==> config.mk <==
export PLATFORM = sky130hd
export DESIGN_NAME = cpu_hazard_scoreboard
export DESIGN_NICKNAME = d
export VERILOG_FILES = /design/src/rtl/cpu_hazard_scoreboard.sv
export SDC_FILE = /design/constraint.sdc
export NUM_CORES = 1
export LEC_CHECK = 0
export ABC_AREA = 1
export CAP_MARGIN = 20
export CORE_MARGIN = 8
export CORE_UTILIZATION = 55
export DETAILED_ROUTE_END_ITERATION = 8
export DONT_BUFFER_PORTS = 1
export GPL_TIMING_DRIVEN = 1
export PLACE_DENSITY_LB_ADDON = 0.05
export RECOVER_POWER = 50
export SYNTH_ARGS = -nofsm -noshare
export SYNTH_HDL_FRONTEND = slang
export SYNTH_SLANG_ARGS = --single-unit
==> constraint.sdc <==
create_clock -name i_clock -period 6.2 [get_ports i_clock]
set_input_delay 1.55 -clock i_clock [delete_from_list [all_inputs] [get_ports i_clock]]
set_output_delay 1.55 -clock i_clock [all_outputs]
set_load 0.1 [all_outputs]
==> src/rtl/cpu_hazard_scoreboard.sv <==
// Register hazard scoreboard: per-register pending-write counters gate issue
// from decode, with fence draining and flush/retire bookkeeping.
module cpu_hazard_scoreboard #(
    parameter int TAG_W        = 4,
    parameter int MAX_INFLIGHT = 4
) (
    input  logic             i_clock,
    input  logic             i_reset,
    input  logic [TAG_W-1:0] i_issue_tag,
    input  logic [4:0]       i_issue_rs1,
    input  logic [4:0]       i_issue_rs2,
    input  logic [4:0]       i_issue_rd,
    input  logic             i_issue_fence,
    input  logic [TAG_W-1:0] i_wb_tag,
    input  logic [4:0]       i_wb_rd,
    input  logic             i_flush,
    output logic             o_stall,
    output logic [2:0]       o_inflight,
    output logic             o_error
);

    typedef enum logic {
        RUN,
        DRAIN
    } state_t;

    state_t           state, state_next;
    logic [1:0]       pending [32];
    logic [2:0]       total;
    logic [TAG_W-1:0] last_issue_tag;
    logic [TAG_W-1:0] last_wb_tag;
    logic             error_q;

    logic        issue_pend, wb_new;
    logic        rs1_busy, rs2_busy, rd_saturated, full, fence_wait;
    logic        issue_go, issue_inc, retire_hit, retire_miss;
    logic [31:0] inc_vec, dec_vec;

    // Hazards are judged on registered counters only, so a retirement never
    // unblocks a dependent instruction in the same cycle.
    always_comb begin
        issue_pend   = (i_issue_tag != last_issue_tag);
        wb_new       = (i_wb_tag != last_wb_tag);
        rs1_busy     = (i_issue_rs1 != 5'd0) && (pending[i_issue_rs1] != 2'd0);
        rs2_busy     = (i_issue_rs2 != 5'd0) && (pending[i_issue_rs2] != 2'd0);
        rd_saturated = (i_issue_rd != 5'd0) && (pending[i_issue_rd] == 2'd3);
        full         = (i_issue_rd != 5'd0) && (total == 3'(MAX_INFLIGHT));
        fence_wait   = i_issue_fence && (total != 3'd0);
        o_stall      = issue_pend && (rs1_busy || rs2_busy || rd_saturated || full ||
                                      fence_wait || (state == DRAIN));
        issue_go     = issue_pend && !o_stall && !i_flush;
        issue_inc    = issue_go && (i_issue_rd != 5'd0);
        retire_hit   = wb_new && !i_flush && (i_wb_rd != 5'd0) && (pending[i_wb_rd] != 2'd0);
        retire_miss  = wb_new && !i_flush && (i_wb_rd != 5'd0) && (pending[i_wb_rd] == 2'd0);
        inc_vec      = issue_inc  ? (32'd1 << i_issue_rd) : '0;
        dec_vec      = retire_hit ? (32'd1 << i_wb_rd)    : '0;
    end

    always_comb begin
        state_next = state;
        if (i_flush) begin
            state_next = RUN;
        end else begin
            unique case (state)
                RUN:   if (issue_pend && i_issue_fence && (total != 3'd0)) state_next = DRAIN;
                DRAIN: if (total == 3'd0) state_next = RUN;
                default: state_next = RUN;
            endcase
        end
    end

    always_ff @(posedge i_clock) begin
        if (i_reset) state <= RUN;
        else         state <= state_next;
    end

    always_ff @(posedge i_clock) begin
        if (i_reset) begin
            for (int unsigned r = 0; r < 32; r++) pending[r] <= '0;
            total          <= '0;
            last_issue_tag <= '0;
            last_wb_tag    <= '0;
            error_q        <= 1'b0;
        end else begin
            if (issue_go) last_issue_tag <= i_issue_tag;
            if (wb_new)   last_wb_tag    <= i_wb_tag;
            if (i_flush) begin
                for (int unsigned r = 0; r < 32; r++) pending[r] <= '0;
                total <= '0;
            end else begin
                // Issue and retire to the same register cancel each other.
                for (int unsigned r = 0; r < 32; r++) begin
                    if (inc_vec[r] && !dec_vec[r])      pending[r] <= pending[r] + 2'd1;
                    else if (dec_vec[r] && !inc_vec[r]) pending[r] <= pending[r] - 2'd1;
                end
                total <= total + {2'b00, issue_inc} - {2'b00, retire_hit};
                if (retire_miss) error_q <= 1'b1;
            end
        end
    end

    assign o_inflight = total;
    assign o_error    = error_q;

endmodule

==> flow_summary.html <==
<table>
<tr><th>Metric</th><th>Value</th></tr>
<tr><th colspan="2">Timing</th></tr>
<tr><td>Share of the clock period used by the worst path after layout</td><td>0.8646</td></tr>
<tr><td>Hold Worst Slack</td><td>0.4585 ns</td></tr>
<tr><td>Final critical-path required period</td><td>5.360 ns</td></tr>
<tr><td>Total negative setup slack</td><td>0 ns</td></tr>
<tr><td>Final Worst Setup Slack</td><td>0.8397 ns</td></tr>
<tr><td>Post-route clock skew</td><td>0.01036 ns</td></tr>
<tr><td>RSZ-0062 raised after global routing</td><td>no</td></tr>
<tr><td>Fin. Hold Viols</td><td>0</td></tr>
<tr><td>Maximum clock rate</td><td>186.6 MHz</td></tr>
<tr><td>Setup-violating endpoint count in the final report</td><td>0</td></tr>
<tr><td>Relative slew margins</td><td>-0.2094</td></tr>
<tr><td>Slew at the pin closest to its max-slew limit</td><td>1.814 ns</td></tr>
<tr><td>Max-slew violation total from the final report</td><td>36</td></tr>
<tr><th colspan="2">Worst setup path</th></tr>
<tr><td>Cell breakdown of the critical path</td><td>inv_1 &gt; nand2_1 &gt; nor3_1 &gt; nand2_1 &gt; nand2_1 &gt; nand2_1 &gt; nor2_1 &gt; nor2_2 &gt; buf_4</td></tr>
<tr><td>Max stage delay cell, worst path</td><td>sky130_fd_sc_hd__inv_1</td></tr>
<tr><td>CP max stage delay</td><td>0.60 ns</td></tr>
<tr><td>CP most frequent cell</td><td>sky130_fd_sc_hd__nand2_1</td></tr>
<tr><td>CP Data Required Time</td><td>4.65 ns</td></tr>
<tr><td>Startpoint kind of the worst setup timing path</td><td>input port</td></tr>
<tr><td>Setup CP Type</td><td>in2out</td></tr>
<tr><td>Cell family with the largest share of critical-path delay</td><td>simple AND/OR/NAND/NOR gates</td></tr>
<tr><td>Worst path bufs/invs</td><td>2</td></tr>
<tr><td>Critical path fanouts, max</td><td>39</td></tr>
<tr><td>Crit end category</td><td>primary output</td></tr>
<tr><td>Setup slack of the worst register-to-register path</td><td>1.98 ns</td></tr>
<tr><td>Arr. time, crit path</td><td>3.81 ns</td></tr>
<tr><th colspan="2">CTS</th></tr>
<tr><td>CTS tree</td><td>yes</td></tr>
<tr><td>Maximum clock path buffer count</td><td>2</td></tr>
<tr><td>Clock transition at the registers of the reported paths</td><td>0.07 ns</td></tr>
<tr><td>Number of sinks handled by clock tree synthesis</td><td>77</td></tr>
<tr><td>Number of buffers inserted by hold repair at cts</td><td>0</td></tr>
<tr><td>Deepest level of the CTS H-tree</td><td>3</td></tr>
<tr><td>Number of buffers added by the clock tree synthesis step</td><td>9</td></tr>
<tr><td># Post-CTS Setup Buffers</td><td>0</td></tr>
<tr><td>Source-to-sink clock delay at the later pin of the worst-skew pair</td><td>0.35 ns</td></tr>
<tr><td>Resize count post-CTS</td><td>0</td></tr>
<tr><td>Root cell of the clock tree</td><td>sky130_fd_sc_hd__clkbuf_16</td></tr>
<tr><th colspan="2">GRT</th></tr>
<tr><td>GR Layer Usage met1</td><td>0.3747</td></tr>
<tr><td>Met2 Resource Use GR</td><td>0.4531</td></tr>
<tr><td>Wire length of the first global-routing pass</td><td>37,610 um</td></tr>
<tr><td>GRT Overall Usage</td><td>0.2914</td></tr>
<tr><td>Grt met3 use</td><td>0.06324</td></tr>
<tr><td>Initial antenna violation count</td><td>0</td></tr>
<tr><td>Pin count of the biggest net entering global routing</td><td>59</td></tr>
<tr><td>Global route overflow</td><td>0</td></tr>
<tr><td>Global route hottest layer</td><td>met2</td></tr>
<tr><td>Via count of the first global-routing pass</td><td>7,016</td></tr>
<tr><th colspan="2">Run</th></tr>
<tr><td>Max-capacitance violation count</td><td>1</td></tr>
<tr><th colspan="2">Pwr</th></tr>
<tr><td>Leak</td><td>3.306 nW</td></tr>
<tr><td>Peak ir drop on the vdd network</td><td>143.4 uV</td></tr>
<tr><td>Total power consumption of the routed design</td><td>1.438 mW</td></tr>
<tr><td>Power Dens Cells</td><td>193.8 nW/um2</td></tr>
<tr><th colspan="2">Logic synthesis</th></tr>
<tr><td>Xor and xnor area share after synthesis</td><td>0.01344</td></tr>
<tr><td>Netlist area before placement</td><td>7171 um2</td></tr>
<tr><td>Post-synthesis sequential area ratio</td><td>0.3043</td></tr>
<tr><td>Average instance area after synthesis</td><td>6.092 um2</td></tr>
<tr><td>Dominant combinational cell family by area after synthesis</td><td>simple AND/OR/NAND/NOR gates</td></tr>
<tr><td>Number of unique standard cell types used by synthesis</td><td>39</td></tr>
<tr><td>Seq cells post-synth</td><td>77</td></tr>
<tr><td>Compound-cell area share of the yosys netlist</td><td>0.07904</td></tr>
<tr><td>Yosys warning count</td><td>0</td></tr>
<tr><td>Post-Syn Instances</td><td>1,177</td></tr>
<tr><td>Adder and majority gate portion of the synthesized area</td><td>0.006282</td></tr>
<tr><td>Area share of and/or/nand/nor cells after synthesis</td><td>0.4818</td></tr>
<tr><td>Multiplexer fraction of the synthesized cell area</td><td>0.002792</td></tr>
<tr><th colspan="2">Min path</th></tr>
<tr><td>Hold crit path type</td><td>reg2reg</td></tr>
<tr><th colspan="2">Die</th></tr>
<tr><td>Initial core utilization</td><td>0.5659</td></tr>
<tr><td>Width of the chip</td><td>130.2 um</td></tr>
<tr><td>Count of pins on the block boundary</td><td>37</td></tr>
<tr><td>Height of the chip</td><td>130.2 um</td></tr>
<tr><td>Die area</td><td>16,950 um2</td></tr>
<tr><td>Placement row count</td><td>41</td></tr>
<tr><td>Core outline area</td><td>12,670 um2</td></tr>
<tr><th colspan="2">Run status</th></tr>
<tr><td>Violated checks</td><td>capacitance limit, slew limit</td></tr>
<tr><td>Outcome</td><td>finished with violations</td></tr>
<tr><th colspan="2">Placed design</th></tr>
<tr><td>Estimated wirelength of the detail-placed design</td><td>17,460 um</td></tr>
<tr><td>GP Congestion</td><td>0.9887</td></tr>
<tr><td>Cell Count Post-Placement</td><td>1,305</td></tr>
<tr><td>Count of port buffers added during placement</td><td>0</td></tr>
<tr><td>Placed Instance Area</td><td>7157 um2</td></tr>
<tr><td>Setup slack at placement</td><td>1.263 ns</td></tr>
<tr><th colspan="2">Route</th></tr>
<tr><td>Number of violations reported at the end of detailed-routing iteration 0</td><td>952</td></tr>
<tr><td>Average detailed-routed wire length per instance</td><td>18.26 um</td></tr>
<tr><td>Total Routed Length</td><td>24,140 um</td></tr>
<tr><td>Antenna Nets Post-Route</td><td>0</td></tr>
<tr><td>Vias</td><td>7,821</td></tr>
<tr><td>Number of vias per cell</td><td>5.916</td></tr>
<tr><td>Pre-Repair DR Iteration Count</td><td>6</td></tr>
<tr><td>Remaining DRCs</td><td>0</td></tr>
<tr><th colspan="2">Layout</th></tr>
<tr><td>Sequential Area</td><td>2182 um2</td></tr>
<tr><td>Count of filler cells inserted in the layout</td><td>1,324</td></tr>
<tr><td>Finished Cell Area</td><td>7418 um2</td></tr>
<tr><td>Number of diodes</td><td>0</td></tr>
<tr><td>Final core utilization</td><td>0.5855</td></tr>
<tr><td>Relative area change from synthesis to final layout</td><td>3.455%</td></tr>
<tr><td>Share of post-route cells with drive strength above 1</td><td>0.05217</td></tr>
<tr><td>Number of nets at the end of the flow</td><td>1,180</td></tr>
<tr><td>Final instance count without filler cells</td><td>1,322</td></tr>
<tr><td>Area of the multi-input gates</td><td>4178 um2</td></tr>
</table>
## where the power goes
| group | leakage, nW | internal (mW) | switching [mW] | total, mW |
|---|---|---|---|---|
| clock | 0.146 | 0.296 | 0.227 | 0.523 |
| combinational | 2.34 | 0.0799 | 0.209 | 0.289 |
| sequential | 0.818 | 0.585 | 0.0404 | 0.625 |
| total | 3.31 | 0.961 | 0.477 | 1.44 |
## layer usage
metal | share of wire | vias up
met5 | 0 | -
met1 | 0.40 | 3465
met4 | 0.045 | 0
met2 | 0.43 | 479
li1 | - | 3785
met3 | 0.12 | 92
## flip-flops by register name (all words and copies together), names as in the netlist
register,flops
state,1
o_error,1
o_inflight,3
pending,64
last_issue_tag,4
last_wb_tag,4
## worst register-to-register path: cells and delay by family, from the launching register on
kind,cells,cell delay (ns)
compound gates,1,0.32
flops,1,0.70
simple gates,7,1.72
buf+inv,2,1.17
## layout by cell type (no fill, tap or decap), types with 13 or more instances in the layout
master and n:
sky130_fd_sc_hd__nor2_1 128, sky130_fd_sc_hd__nand3_1 159, sky130_fd_sc_hd__nor3_1 49, sky130_fd_sc_hd__a21oi_1 49, sky130_fd_sc_hd__o21ai_0 38, sky130_fd_sc_hd__nand2_1 401, sky130_fd_sc_hd__inv_1 118, sky130_fd_sc_hd__nand4_1 27
sky130_fd_sc_hd__inv_2 15, sky130_fd_sc_hd__edfxtp_1 64, sky130_fd_sc_hd__dfxtp_1 13
## path summary, 6_finish.rpt
kind	startpoint	end	cells past startpoint
hold reg to reg	last_issue_tag[2]	last_issue_tag[2]	2
setup reg to reg	o_inflight[1]	pending[15][0]	10
setup / recovery	i_issue_rd[0]	o_stall	9
hold / removal	last_issue_tag[2]	last_issue_tag[2]	2
## Yosys cell counts
master / instances / area, um2
sky130_fd_sc_hd__dfxtp_1: 13 / 260.3
sky130_fd_sc_hd__a21oi_1: 49 / 245.2
sky130_fd_sc_hd__mux2i_1: 2 / 20.02
sky130_fd_sc_hd__nor4_1: 2 / 12.51
sky130_fd_sc_hd__o21ai_0: 24 / 120.1
sky130_fd_sc_hd__a31oi_1: 1 / 6.260
sky130_fd_sc_hd__inv_2: 16 / 60.06
sky130_fd_sc_hd__nand2_1: 400 / 1501
sky130_fd_sc_hd__buf_6: 7 / 78.83
sky130_fd_sc_hd__nand3_1: 159 / 795.8
sky130_fd_sc_hd__nor2_2: 4 / 25.02
sky130_fd_sc_hd__clkinv_2: 1 / 5.000
sky130_fd_sc_hd__o211ai_1: 3 / 22.52
sky130_fd_sc_hd__nor2_4: 1 / 11.26
sky130_fd_sc_hd__nand3_4: 1 / 17.52
sky130_fd_sc_hd__fa_1: 1 / 20.02
sky130_fd_sc_hd__inv_4: 1 / 6.260
sky130_fd_sc_hd__clkinv_1: 3 / 11.26
sky130_fd_sc_hd__nor3_1: 49 / 245.2
sky130_fd_sc_hd__a211oi_4: 1 / 20.02
sky130_fd_sc_hd__conb_1: 1 / 3.750
sky130_fd_sc_hd__nand4_2: 7 / 87.58
sky130_fd_sc_hd__o2111ai_1: 2 / 17.52
sky130_fd_sc_hd__nand4_1: 25 / 156.4
sky130_fd_sc_hd__edfxtp_1: 64 / 1922
sky130_fd_sc_hd__buf_4: 6 / 45.04
sky130_fd_sc_hd__nand3_2: 1 / 10.01
sky130_fd_sc_hd__nand2_2: 4 / 25.02
sky130_fd_sc_hd__xor2_1: 7 / 61.31
sky130_fd_sc_hd__inv_1: 117 / 439.2
sky130_fd_sc_hd__buf_2: 14 / 70.07
sky130_fd_sc_hd__buf_1: 2 / 7.510
sky130_fd_sc_hd__a22oi_1: 2 / 15.01
sky130_fd_sc_hd__nor3_2: 9 / 90.09
sky130_fd_sc_hd__o21ai_1: 24 / 120.1
sky130_fd_sc_hd__ha_1: 2 / 25.02
sky130_fd_sc_hd__xnor2_1: 4 / 35.03
sky130_fd_sc_hd__nor2_1: 127 / 476.7
sky130_fd_sc_hd__clkbuf_1: 21 / 78.83
## kinds of logic (layout without fill, tap and decap cells)
logic type	after synthesis	count (layout)
DFF	77	77
AOI/OAI and AO/OA	106	106
and+or+nand+nor	789	789
xor gates and xnor gates	11	11
buffers and inverters	188	160
adders and majority gates	3	3
muxes	2	2
other	1	2
## layout make-up
type | instances | share of cell area
repair buffers | 6 | 0.005060
clock buffers | 11 | 0.03424
well taps | 172 | 0.02901
inverters | 138 | 0.07033
clock inverters | 5 | 0.004048
multi-input cells | 913 | 0.5632
flip-flops and latches | 77 | 0.2941
Power figures use the tool's default switching activity.
